`src/rtl/replica_exchange_sched.sv`:
```
`default_nettype none
// ============================================================================
//  Module   : replica_exchange_sched
//  Purpose  : Replica-exchange scheduler for the parallel-tempering salesman
//             engine. Each sweep pairs adjacent-temperature replicas with an
//             even or odd start and makes a Metropolis decision per pair. It
//             then streams one exchange command per replica, in ascending id
//             order, to the replica nodes.
//  Revision : 1.0 - initial release
// ============================================================================
module replica_exchange_sched #(
    parameter int REPLICA_NUM = 160,
    parameter int ID_W        = $clog2(REPLICA_NUM),
    parameter int TOTAL_W     = 23,
    parameter int RND_W       = 24,
    parameter int DBETA       = 5
) (
    input  logic                    clk,
    input  logic                    rst_n,
    input  logic                    start,
    input  logic [1:0]              mode,
    output logic                    busy,
    output logic                    done,
    output logic                    e_rd_en,
    output logic [ID_W-1:0]         e_rd_addr,
    input  logic [TOTAL_W-1:0]      e_rd_data,
    input  logic                    rnd_valid,
    output logic                    rnd_ready,
    input  logic signed [RND_W-1:0] rnd_data,
    output logic                    cmd_valid,
    input  logic                    cmd_ready,
    output logic [ID_W-1:0]         cmd_id,
    output logic [1:0]              cmd,
    output logic [ID_W-1:0]         accept_cnt
);

    // Command encoding seen by the replica nodes
    typedef enum logic [1:0] {
        CMD_NOP  = 2'd0,
        CMD_SELF = 2'd1,
        CMD_PREV = 2'd2,
        CMD_FOLW = 2'd3
    } exchange_command_t;

    typedef enum logic [3:0] {
        S_IDLE   = 4'd0,
        S_RD_A   = 4'd1,
        S_RD_B   = 4'd2,
        S_LAT_B  = 4'd3,
        S_RND    = 4'd4,
        S_DEC    = 4'd5,
        S_EMIT_A = 4'd6,
        S_EMIT_B = 4'd7,
        S_EMIT_S = 4'd8,
        S_FIN    = 4'd9
    } state_t;

    // idx must be able to hold REPLICA_NUM itself (end-of-sweep marker)
    localparam int IDX_W = ID_W + 1;
    // Decision sum width: sign-extended difference times DBETA plus ln(r)
    localparam int SW    = TOTAL_W + 1 + $clog2(DBETA + 1) + 1;

    localparam logic [IDX_W-1:0]     C_N     = IDX_W'(REPLICA_NUM);
    localparam logic [IDX_W-1:0]     C_ONE   = IDX_W'(1);
    localparam logic [IDX_W-1:0]     C_TWO   = IDX_W'(2);
    localparam logic [ID_W-1:0]      C_CNT1  = ID_W'(1);
    localparam logic signed [SW-1:0] C_DBETA = SW'(DBETA);

    state_t                    state_r;
    state_t                    state_nx;
    state_t                    w_after_emit;
    logic [IDX_W-1:0]          idx_r;
    logic [TOTAL_W-1:0]        ea_r;
    logic [TOTAL_W-1:0]        eb_r;
    logic signed [RND_W-1:0]   rnd_r;
    logic                      acc_r;
    logic [ID_W-1:0]           cnt_r;
    logic [1:0]                mode_r;
    logic                      par_r;

    logic [IDX_W-1:0]          w_idx_p1;
    logic [IDX_W-1:0]          w_idx_p2;
    logic                      w_start_odd;
    logic signed [TOTAL_W:0]   w_d;
    logic signed [SW-1:0]      w_d_ext;
    logic signed [SW-1:0]      w_rnd_ext;
    logic signed [SW-1:0]      w_s;
    logic                      w_accept;

    assign w_idx_p1 = idx_r + C_ONE;
    assign w_idx_p2 = idx_r + C_TWO;

    // Parity chosen for a sweep: mode0 alternates, mode1 even, mode2 odd
    assign w_start_odd = (mode == 2'd0) ? par_r : (mode == 2'd2);

    // Metropolis decision: accept when (Ea-Eb)*DBETA + ln(r) >= 0
    always_comb begin
        w_d       = $signed({1'b0, ea_r}) - $signed({1'b0, eb_r});
        w_d_ext   = {{(SW-TOTAL_W-1){w_d[TOTAL_W]}}, w_d};
        w_rnd_ext = {{(SW-RND_W){rnd_r[RND_W-1]}}, rnd_r};
        w_s       = (w_d_ext * C_DBETA) + w_rnd_ext;
        w_accept  = ~w_s[SW-1];
    end

    // Where to go after a command handshake, based on the post-advance index
    always_comb begin
        w_after_emit = S_EMIT_S;
        if (w_idx_p1 == C_N) begin
            w_after_emit = S_FIN;
        end else if ((w_idx_p2 < C_N) && (mode_r != 2'd3)) begin
            w_after_emit = S_RD_A;
        end
    end

    // State register
    always_ff @(posedge clk or negedge rst_n) begin
        if (!rst_n) begin
            state_r <= S_IDLE;
        end else begin
            state_r <= state_nx;
        end
    end

    // Next-state and output decode
    always_comb begin
        state_nx  = state_r;
        busy      = 1'b0;
        done      = 1'b0;
        e_rd_en   = 1'b0;
        e_rd_addr = '0;
        rnd_ready = 1'b0;
        cmd_valid = 1'b0;
        cmd_id    = '0;
        cmd       = CMD_NOP;
        case (state_r)
            S_IDLE: begin
                if (start) begin
                    state_nx = ((mode == 2'd3) || w_start_odd) ? S_EMIT_S : S_RD_A;
                end
            end
            S_RD_A: begin
                busy      = 1'b1;
                e_rd_en   = 1'b1;
                e_rd_addr = idx_r[ID_W-1:0];
                state_nx  = S_RD_B;
            end
            S_RD_B: begin
                busy      = 1'b1;
                e_rd_en   = 1'b1;
                e_rd_addr = w_idx_p1[ID_W-1:0];
                state_nx  = S_LAT_B;
            end
            S_LAT_B: begin
                busy     = 1'b1;
                state_nx = S_RND;
            end
            S_RND: begin
                busy      = 1'b1;
                rnd_ready = 1'b1;
                if (rnd_valid) begin
                    state_nx = S_DEC;
                end
            end
            S_DEC: begin
                busy     = 1'b1;
                state_nx = S_EMIT_A;
            end
            S_EMIT_A: begin
                busy      = 1'b1;
                cmd_valid = 1'b1;
                cmd_id    = idx_r[ID_W-1:0];
                cmd       = acc_r ? CMD_FOLW : CMD_SELF;
                if (cmd_ready) begin
                    state_nx = S_EMIT_B;
                end
            end
            S_EMIT_B: begin
                busy      = 1'b1;
                cmd_valid = 1'b1;
                cmd_id    = idx_r[ID_W-1:0];
                cmd       = acc_r ? CMD_PREV : CMD_SELF;
                if (cmd_ready) begin
                    state_nx = w_after_emit;
                end
            end
            S_EMIT_S: begin
                busy      = 1'b1;
                cmd_valid = 1'b1;
                cmd_id    = idx_r[ID_W-1:0];
                cmd       = CMD_SELF;
                if (cmd_ready) begin
                    state_nx = w_after_emit;
                end
            end
            S_FIN: begin
                done     = 1'b1;
                state_nx = S_IDLE;
            end
            default: begin
                state_nx = S_IDLE;
            end
        endcase
    end

    // Sweep datapath: index, captured energies/random, decision and counters
    always_ff @(posedge clk or negedge rst_n) begin
        if (!rst_n) begin
            idx_r      <= '0;
            ea_r       <= '0;
            eb_r       <= '0;
            rnd_r      <= '0;
            acc_r      <= 1'b0;
            cnt_r      <= '0;
            mode_r     <= 2'd0;
            par_r      <= 1'b0;
            accept_cnt <= '0;
        end else begin
            case (state_r)
                S_IDLE: begin
                    if (start) begin
                        mode_r <= mode;
                        idx_r  <= '0;
                        cnt_r  <= '0;
                    end
                end
                S_RD_B: begin
                    ea_r <= e_rd_data;
                end
                S_LAT_B: begin
                    eb_r <= e_rd_data;
                end
                S_RND: begin
                    if (rnd_valid) begin
                        rnd_r <= rnd_data;
                    end
                end
                S_DEC: begin
                    acc_r <= w_accept;
                end
                S_EMIT_A: begin
                    if (cmd_ready) begin
                        idx_r <= w_idx_p1;
                        if (acc_r) begin
                            cnt_r <= cnt_r + C_CNT1;
                        end
                    end
                end
                S_EMIT_B, S_EMIT_S: begin
                    if (cmd_ready) begin
                        idx_r <= w_idx_p1;
                    end
                end
                S_FIN: begin
                    accept_cnt <= cnt_r;
                    if (mode_r == 2'd0) begin
                        par_r <= ~par_r;
                    end
                end
                default: begin
                end
            endcase
        end
    end

endmodule
`default_nettype wire

```
`config.mk`:
```
export PLATFORM = sky130hd
export DESIGN_NAME = replica_exchange_sched
export DESIGN_NICKNAME = d
export VERILOG_FILES = /design/src/rtl/replica_exchange_sched.sv
export SDC_FILE = /design/constraint.sdc
export NUM_CORES = 1
export LEC_CHECK = 0
export ABC_AREA = 1
export BUFFER_PORTS_ARGS = -buffer_cell sky130_fd_sc_hd__buf_2
export CORE_MARGIN = 5
export CORE_UTILIZATION = 40
export CTS_BUF_LIST = sky130_fd_sc_hd__clkbuf_16
export CTS_CLUSTER_DIAMETER = 80
export DETAILED_ROUTE_END_ITERATION = 8
export REMOVE_ABC_BUFFERS = 1
export SYNTH_ARGS = -nofsm -noshare
export SYNTH_HDL_FRONTEND = slang
export SYNTH_SLANG_ARGS = --single-unit
export TNS_END_PERCENT = 30
```
`constraint.sdc`:
```
create_clock -name clk -period 8.79 [get_ports clk]
set_input_delay 1.758 -clock clk [delete_from_list [all_inputs] [get_ports clk]]
set_output_delay 1.758 -clock clk [all_outputs]
set_load 0.02 [all_outputs]
```
==> flow_metrics.env, run 1 <==
export IMPL_finalHoldViolations=0
export IMPL_die_y_um=148
export IMPL_hp_start="par_r"
export IMPL_gp_routability_congestion=0.871
export IMPL_die_x_um=148
export IMPL_yosysMostFrequentCell="nand2_1"
export IMPL_fin_nets=1190
export IMPL_cts_buffers_inserted=9
export IMPL_grt_setup_unrepaired="no"
export IMPL_antennaDiodeCount=0
export IMPL_die_area_um2=21800
export IMPL_synth_main_ff_cell="dfrtp_1"
export IMPL_initial_core_util_pct=40.5
export IMPL_clk_pin_slew_ns=0.08
export IMPL_synth_top_cell_by_area="dfrtp_1"
export IMPL_cp_num_buf_inv=4
export IMPL_grt_pass1_vias=6207
export IMPL_htreeDepth=3
export IMPL_rows=50
export IMPL_reg2reg_from="eb_r[0]"
export IMPL_rr_worst_depth=24
export IMPL_path_cells="inv_2 > nor2_2 > nand2_2 > inv_1 > nor2_2 > o21ai_0 > a21oi_1 > inv_1 > buf_2"
export IMPL_critPathSlowestCell="nor2_2"
export IMPL_crit_fanout=12
export IMPL_max_stage_delay_ns=0.48
export IMPL_postSynthCellCount=954
export IMPL_dpl_cell_count=1258
export IMPL_cp_end_kind="output pin"
export IMPL_postCtsSetupBuffers=0
export IMPL_io_buffer_count=84
export IMPL_clock_skew_ns=0.00933
export IMPL_io_pins=85
export IMPL_worstHoldPathType="reg -> reg"
export IMPL_viasPerCell=4.80
export IMPL_crit_family="simple AND/OR/NAND/NOR gates"
export IMPL_drcViolationCount=0
export IMPL_cts_sinks=103
export IMPL_grt_max_degree=57
export IMPL_drive_gt1_share_pct=14.2
export IMPL_arrival_ns=2.28
export IMPL_gr_usage_all_layers_pct=16.3
export IMPL_area_delta_synth_final_pct=12.5
export IMPL_grt_pass1_wl_um=29400
export IMPL_synth_yosys_warnings=0
export IMPL_drv_cap=0
export IMPL_startpoint_type="flop"
export IMPL_relSlewSlack_pct=39.1
export IMPL_clock_path_buffers=2
export IMPL_async_flop_share_pct=100
export IMPL_finalSetupViolCount=0
export IMPL_tightest_slew_ns=0.911
export IMPL_postCtsHoldBufs=0
export IMPL_path_class="reg -> out"
export IMPL_outcome="completed"
export IMPL_antenna_found_initial=0
export IMPL_seq_area_frac_synth_pct=34.0
export IMPL_num_vias=6114
export IMPL_insertion_delay_ns=0.36
export IMPL_antenna_left=0
export IMPL_cts_resized=0
export IMPL_clock_fmax_mhz=248
export IMPL_synthesis_area_um2=7580
export IMPL_yosysTopAreaCellShare_pct=34.0
export IMPL_ys_top_cells_by_count="nand2_1 (191), inv_1 (187), dfrtp_1 (103)"
export IMPL_fin_util_pct=45.6
export IMPL_first_iter_violations=232
export IMPL_dp_hpwl_um=13500
export IMPL_reg2reg_slack_ns=4.78
export IMPL_cts_tree="yes"
export IMPL_routedWlPerCell_um=13.4
export IMPL_hold_path_end="par_r"
export IMPL_dr_pass1_iters=4
export IMPL_wl_um=17000
export IMPL_ys_ff_latch=103
export IMPL_synth_edff_count=0
export IMPL_core_um2=18700
export IMPL_synth_cell_types=40
export IMPL_layout_min_cycle_time_ns=4.03
export IMPL_critPathLaunch="state_r[1]"
export IMPL_cts_root_buf="clkbuf_16"
export IMPL_r2r_end="acc_r"
export IMPL_synth_area_per_cell_um2=7.94
export IMPL_yosys_top_cells_area="dfrtp_1 (34%), ha_1 (13%), nand2_1 (9.5%)"
export IMPL_finalNonFillerCells=1274
export IMPL_slew_violations=0
export IMPL_hold_depth=1
export IMPL_overflow=0
export IMPL_fin_setup_tns_ns=0
export IMPL_period_share_pct=45.9
export IMPL_cp_required_ns=7.03
-- cell usage in the layout (no fill, tap or decap), drive strengths merged --
cell,Yosys,layout
buf,6,86
mux2,10,10
xnor2,7,7
a31oi,1,1
xor2,16,16
nor3,10,10
a21o,1,1
nand3b,1,1
ha,78,78
inv,196,199
o21a,4,4
nand4,11,11
nand2,196,196
dfrtp,103,103
o22ai,14,14
clkinvlp,0,1
nor2,72,72
nand3,31,31
o311ai,1,1
o21ai,90,90
clkbuf,10,9
a21oi,61,61
clkinv,0,3
nor3b,2,2
o31ai,3,3
a21boi,2,2
nor4,4,4
or2,1,1
fa,23,23
-- metrics by stage --
step           instance area [um2]  hold slack (ns)  worst slack [ns]
3_3_place_gp                  8230            0.455              4.87
6_report                      8520            0.473              4.76
2_1_floorplan                 7490            0.442              5.14
5_1_grt                       8520            0.493              4.38
4_1_cts                       8520            0.476              4.71
3_5_place_dp                  8230            0.462              4.77
-- how the worst max path moves through the flow --
stage          depth (start not counted)     to
2_1_floorplan                         24  acc_r
3_3_place_gp                          24  acc_r
3_5_place_dp                          24  acc_r
4_1_cts                                9   busy
5_1_grt                               25  acc_r
6_report                               9   busy
-- state kept, by name (all words and copies together) (netlist names) --
| signal | flops |
|---|---|
| ea_r | 23 |
| idx_r | 9 |
| rnd_r | 24 |
| mode_r | 2 |
| acc_r | 1 |
| par_r | 1 |
| cnt_r | 8 |
| eb_r | 23 |
| state_r | 4 |
| accept_cnt | 8 |
-- layer usage --
| layer | global-route usage (%) | vias up | part of all wire [%] |
|---|---|---|---|
| met5 | 0 | - | 0 |
| met4 | 2.94 | 0 | 1.2 |
| met3 | 3.22 | 14 | 3.9 |
| met2 | 26.6 | 111 | 45 |
| met1 | 22.8 | 2787 | 50 |
| li1 | - | 3202 | - |
-- area by class of cell --
cell class	instances	area [um2]
repair buffers	86	438
clock inverters	7	73.8
flip-flops and latches	103	2580
well taps	234	293
multi-input cells	639	4180
clock buffers	9	225
fillers	1888	10200
inverters	196	736
-- cell families (layout without fill, tap and decap cells) --
group / after synthesis / after routing / share of synthesized area [%]
muxes: 10 / 10 / 1.93
and+or+nand+nor: 328 / 328 / 18.9
adders and majority gates: 101 / 101 / 19.0
buffers and inverters: 212 / 298 / 10.8
DFF: 103 / 103 / 34.0
xor gates and xnor gates: 23 / 23 / 2.66
AOI/OAI and AO/OA: 177 / 177 / 12.7
Power of run 1 is left out: the tool's default activity adds up to more than one toggle a clock period on the data nets, which glitch-free logic cannot reach.
==> inputs of run 2 (changes only) <==
clock period = 4.05 ns   (was 8.79 ns; I/O delays follow)
==> run 2 against run 1 <==
Setup slack got worse by 4.4 ns. Sequential share of layout area decreased by 0.32 points. Critical path depth increased by 15. Count of clock-buffer cells in the layout unchanged. Wire length increased by 0.19%. Critical endpoint is now acc_r.
==> flow_metrics.env, run 2 (synthesis results as in run 1) <==
export IMPL_die_y_um=148
export IMPL_crit_fanout=4
export IMPL_antenna_left=0
export IMPL_grt_pass1_vias=6235
export IMPL_cts_buffers_inserted=9
export IMPL_cp_required_ns=4.29
export IMPL_initial_core_util_pct=40.5
export IMPL_overflow=0
export IMPL_gr_usage_all_layers_pct=16.5
export IMPL_clock_skew_ns=0.0105
export IMPL_fin_setup_tns_ns=0
export IMPL_dr_pass1_iters=4
export IMPL_clock_fmax_mhz=268
export IMPL_reg_largest_list="rnd_r (24), ea_r (23), eb_r (23)"
export IMPL_htreeDepth=3
export IMPL_wl_met2_um=7790
export IMPL_clock_path_buffers=2
export IMPL_final_cell_mix="nand2_1 (189), inv_1 (186), dfrtp_1 (103)"
export IMPL_area_delta_synth_final_pct=13.7
export IMPL_cp_end_kind="flop"
export IMPL_die_x_um=148
export IMPL_drcViolationCount=0
export IMPL_die_area_um2=21800
export IMPL_finalHoldViolations=0
export IMPL_relSlewSlack_pct=40.8
export IMPL_io_buffer_count=84
export IMPL_drive_gt1_share_pct=15.9
export IMPL_first_iter_violations=233
export IMPL_dp_hpwl_um=13600
export IMPL_place_ws_ns=0.206
export IMPL_grt_max_degree=54
export IMPL_worstHoldPathType="reg -> reg"
export IMPL_cts_sinks=103
export IMPL_path_class="reg -> reg"
export IMPL_outcome="completed"
export IMPL_num_vias=6207
export IMPL_wl_met1_um=8430
export IMPL_drv_cap=0
export IMPL_insertion_delay_ns=0.35
export IMPL_antennaDiodeCount=0
export IMPL_layout_min_cycle_time_ns=3.74
export IMPL_period_share_pct=92.3
export IMPL_rows=50
export IMPL_fin_ws_ns=0.313
export IMPL_clk_pin_slew_ns=0.08
export IMPL_antenna_found_initial=0
export IMPL_reg2reg_slack_ns=0.31
export IMPL_viasPerCell=4.85
export IMPL_core_um2=18700
export IMPL_io_pins=85
export IMPL_n_fill_cell=1890
export IMPL_fin_nets=1196
export IMPL_gp_routability_congestion=0.862
export IMPL_largest_reg_flops=24
export IMPL_finalSetupViolCount=0
export IMPL_wl_um=17100
export IMPL_grt_pass1_wl_um=29600
export IMPL_wl_met3_um=704
export IMPL_regMostFlops="rnd_r"
export IMPL_arrival_ns=3.98
export IMPL_tightest_slew_ns=0.885
export IMPL_cts_root_buf="clkbuf_16"
export IMPL_grt_setup_unrepaired="no"
export IMPL_top_layer="met4"
export IMPL_final_common_cell="nand2_1"
export IMPL_startpoint_type="flop"
export IMPL_slew_violations=0
export IMPL_routedWlPerCell_um=13.3
export IMPL_cts_tree="yes"
-- run 2: worst max-delay path, cell delays in order (launching register included) --
cell     delay (ns)
dfrtp_1        0.38
ha_2           0.20
fa_2           0.39
inv_2          0.07
nand3_1        0.06
nand2_1        0.09
nand2_1        0.05
nand2_1        0.07
buf_4          0.14
nand3_1        0.06
nand3_1        0.15
xor2_2         0.10
ha_1           0.30
inv_1          0.05
fa_1           0.50
inv_1          0.04
ha_1           0.29
a21oi_1        0.11
o21ai_0        0.08
nand2_1        0.06
nand2_1        0.06
a21oi_1        0.15
nand3_1        0.09
nand3_1        0.09
nand2_1        0.05
-- run 2: through the flow --
step	instance area (um2)	hold slack (ns)	instances	util, %
5_1_grt	8620	0.513	1280	46.1
3_5_place_dp	8260	0.462	1263	44.2
6_report	8620	0.476	1280	46.1
3_3_place_gp	8260	0.458	1263	44.2
4_1_cts	8560	0.476	1279	45.8
2_1_floorplan	7490	0.442	938	-
-- run 2: final cells by class --
| cell class | instances | area [um2] | area share [%] |
|---|---|---|---|
| Sequential cell | 103 | 2580 | 29.9 |
| Multi-Input combinational cell | 639 | 4230 | 49.0 |
| Inverter | 196 | 736 | 8.54 |
| Tap cell | 234 | 293 | 3.40 |
| Timing Repair Buffer | 92 | 483 | 5.61 |
| Clock buffer | 9 | 225 | 2.61 |
| Clock inverter | 7 | 76.3 | 0.886 |
-- run 2: final timing paths --
path	from	to	depth (start not counted)
worst max-delay path	eb_r[0]	acc_r	24
worst min-delay path	par_r	par_r	1
worst max register to register	eb_r[0]	acc_r	24
worst min register to register	par_r	par_r	1
max in group asynchronous	rst_n	rnd_r[8]	2
min in group asynchronous	rst_n	rnd_r[4]	1
-- run 2: what timing repair did --
item	in CTS	in global routing
endpoints found under the setup margin	0	1
gates resized for setup	0	14
buffers inserted	0	1
hold buffers	0	0
-- run 2: routing by layer --
metal  vias to the layer above  track usage (%)
met5                         -                0
met4                         0             2.84
met3                         8             3.53
met2                       111             27.5
met1                      2870             22.6
li1                       3218                -
Power of run 2 is left out for the same reason.
==> inputs of run 3 (changes only) <==
BUFFER_PORTS_ARGS = -buffer_cell sky130_fd_sc_hd__buf_4   (was -buffer_cell sky130_fd_sc_hd__buf_2)
==> run 3 against run 2 <==
Wire length increased by 0.95%. Design area increased by 2.6%. Highest routed layer unchanged. Critical endpoint unchanged. Utilization rose by 1.2 points. Hold slack better by 0.0020 ns. First-iteration DRC count fell by 7.7%. Via count fell by 1.5%. Critical path type unchanged. Maximum frequency down 0.59%. Die area unchanged. Sequential share of layout area down 0.75 points.
==> flow_metrics.env, run 3 (synthesis results as in run 1) <==
export IMPL_fin_util_pct=47.2
export IMPL_final_common_cell="nand2_1"
export IMPL_outcome="completed"
export IMPL_cp_end_kind="flop"
export IMPL_relSlewSlack_pct=40.4
export IMPL_period_share_pct=92.8
export IMPL_gr_usage_all_layers_pct=16.5
export IMPL_insertion_delay_ns=0.36
export IMPL_drv_cap=0
export IMPL_antennaDiodeCount=0
export IMPL_regMostFlops="rnd_r"
export IMPL_startpoint_type="flop"
export IMPL_n_fill_cell=1869
export IMPL_htreeDepth=3
export IMPL_layout_min_cycle_time_ns=3.76
export IMPL_grt_pass1_vias=6262
export IMPL_cts_sinks=103
export IMPL_io_buffer_count=84
export IMPL_initial_core_util_pct=40.5
export IMPL_gp_routability_congestion=0.894
export IMPL_cts_tree="yes"
export IMPL_cp_required_ns=4.30
export IMPL_dp_hpwl_um=13600
export IMPL_path_class="reg -> reg"
export IMPL_die_area_um2=21800
export IMPL_largest_reg_flops=24
export IMPL_clock_path_buffers=2
export IMPL_wl_um=17200
export IMPL_postCtsHoldBufs=0
export IMPL_dpl_cell_count=1261
export IMPL_antenna_found_initial=0
export IMPL_io_pins=85
export IMPL_clk_pin_slew_ns=0.08
export IMPL_grt_max_degree=54
export IMPL_cts_buffers_inserted=9
export IMPL_clock_fmax_mhz=266
export IMPL_antenna_left=0
export IMPL_num_vias=6113
export IMPL_core_um2=18700
export IMPL_grt_pass1_wl_um=29700
export IMPL_finalHoldViolations=0
export IMPL_fin_setup_tns_ns=0
export IMPL_reg_largest_list="rnd_r (24), ea_r (23), eb_r (23)"
export IMPL_worstHoldPathType="reg -> reg"
export IMPL_arrival_ns=4.01
export IMPL_first_iter_violations=215
export IMPL_overflow=0
export IMPL_die_x_um=148
export IMPL_cts_root_buf="clkbuf_16"
export IMPL_area_delta_synth_final_pct=16.6
export IMPL_clock_skew_ns=0.0135
export IMPL_die_y_um=148
export IMPL_finalSetupViolCount=0
export IMPL_routedWlPerCell_um=13.5
export IMPL_final_cell_mix="nand2_1 (189), inv_1 (188), dfrtp_1 (103)"
export IMPL_dr_pass1_iters=4
export IMPL_finalNonFillerCells=1277
export IMPL_drive_gt1_share_pct=15.7
export IMPL_fin_nets=1193
export IMPL_hold_slack_ns=0.478
export IMPL_viasPerCell=4.79
export IMPL_slew_violations=0
export IMPL_grt_setup_unrepaired="no"
export IMPL_crit_fanout=4
export IMPL_drcViolationCount=0
export IMPL_rows=50
export IMPL_tightest_slew_ns=0.892
run 3: cell types whose count changed in the layout (fill, tap and decap cells not counted), sizes merged:
cell	before	now
clkinv	3	0
bufinv	0	1
clkinvlp	1	0
inv	199	202
buf	92	89
run 3: area by class of cell:
class	instances	area (um2)	share of cell area, %
clock inverters	7	85.1	0.963
repair buffers	89	681	7.70
clock buffers	9	225	2.55
inverters	196	736	8.33
multi-input cells	639	4240	48.0
flip-flops and latches	103	2580	29.2
well taps	234	293	3.31
run 3: worst paths after layout:
path	from	to	slack, ns	cells past startpoint
setup reg to reg	ea_r[0]	acc_r	0.29	23
setup / recovery	ea_r[0]	acc_r	0.29	23
hold reg to reg	par_r	par_r	0.48	1
max in group asynchronous	rst_n	cnt_r[0]	2.83	2
min in group asynchronous	rst_n	rnd_r[4]	0.50	1
hold / removal	par_r	par_r	0.48	1
run 3: critical path: stages, from the launching register on:
cell and delay (ns):
dfrtp_1 0.33, inv_1 0.05, ha_1 0.23, fa_2 0.37, inv_1 0.09, nand3_1 0.07
nand2_1 0.09, nand2_1 0.05, nand2_1 0.06, buf_4 0.13, a21boi_0 0.10, xnor2_1 0.17
ha_1 0.29, inv_1 0.05, fa_1 0.49, inv_1 0.04, ha_1 0.31, a21oi_1 0.19
o21a_1 0.14, nand3_1 0.09, nand2_1 0.09, nand3_1 0.08, nand3_1 0.09, nand2_1 0.05
run 3: through the flow:
stage | cell area (um2) | worst slack [ns]
2_1_floorplan | 7490 | 0.398
3_3_place_gp | 8470 | 0.281
3_5_place_dp | 8470 | 0.188
4_1_cts | 8780 | 0.162
5_1_grt | 8840 | 0.00669
6_report | 8840 | 0.291
run 3: metal layers:
metal  vias to the layer above  global-route usage (%)  share of wire (%)
li1                       3203                       -                  -
met3                        15                    3.40                3.9
met4                         0                    3.40                1.1
met1                      2796                    22.8                 50
met2                        99                    27.0                 45
met5                         -                       0                  0
run 3: repair_timing:
item	CTS	global route
buffers inserted	0	0
gates resized for setup	0	15
setup endpoints to repair	0	1
Power of run 3 is left out for the same reason.
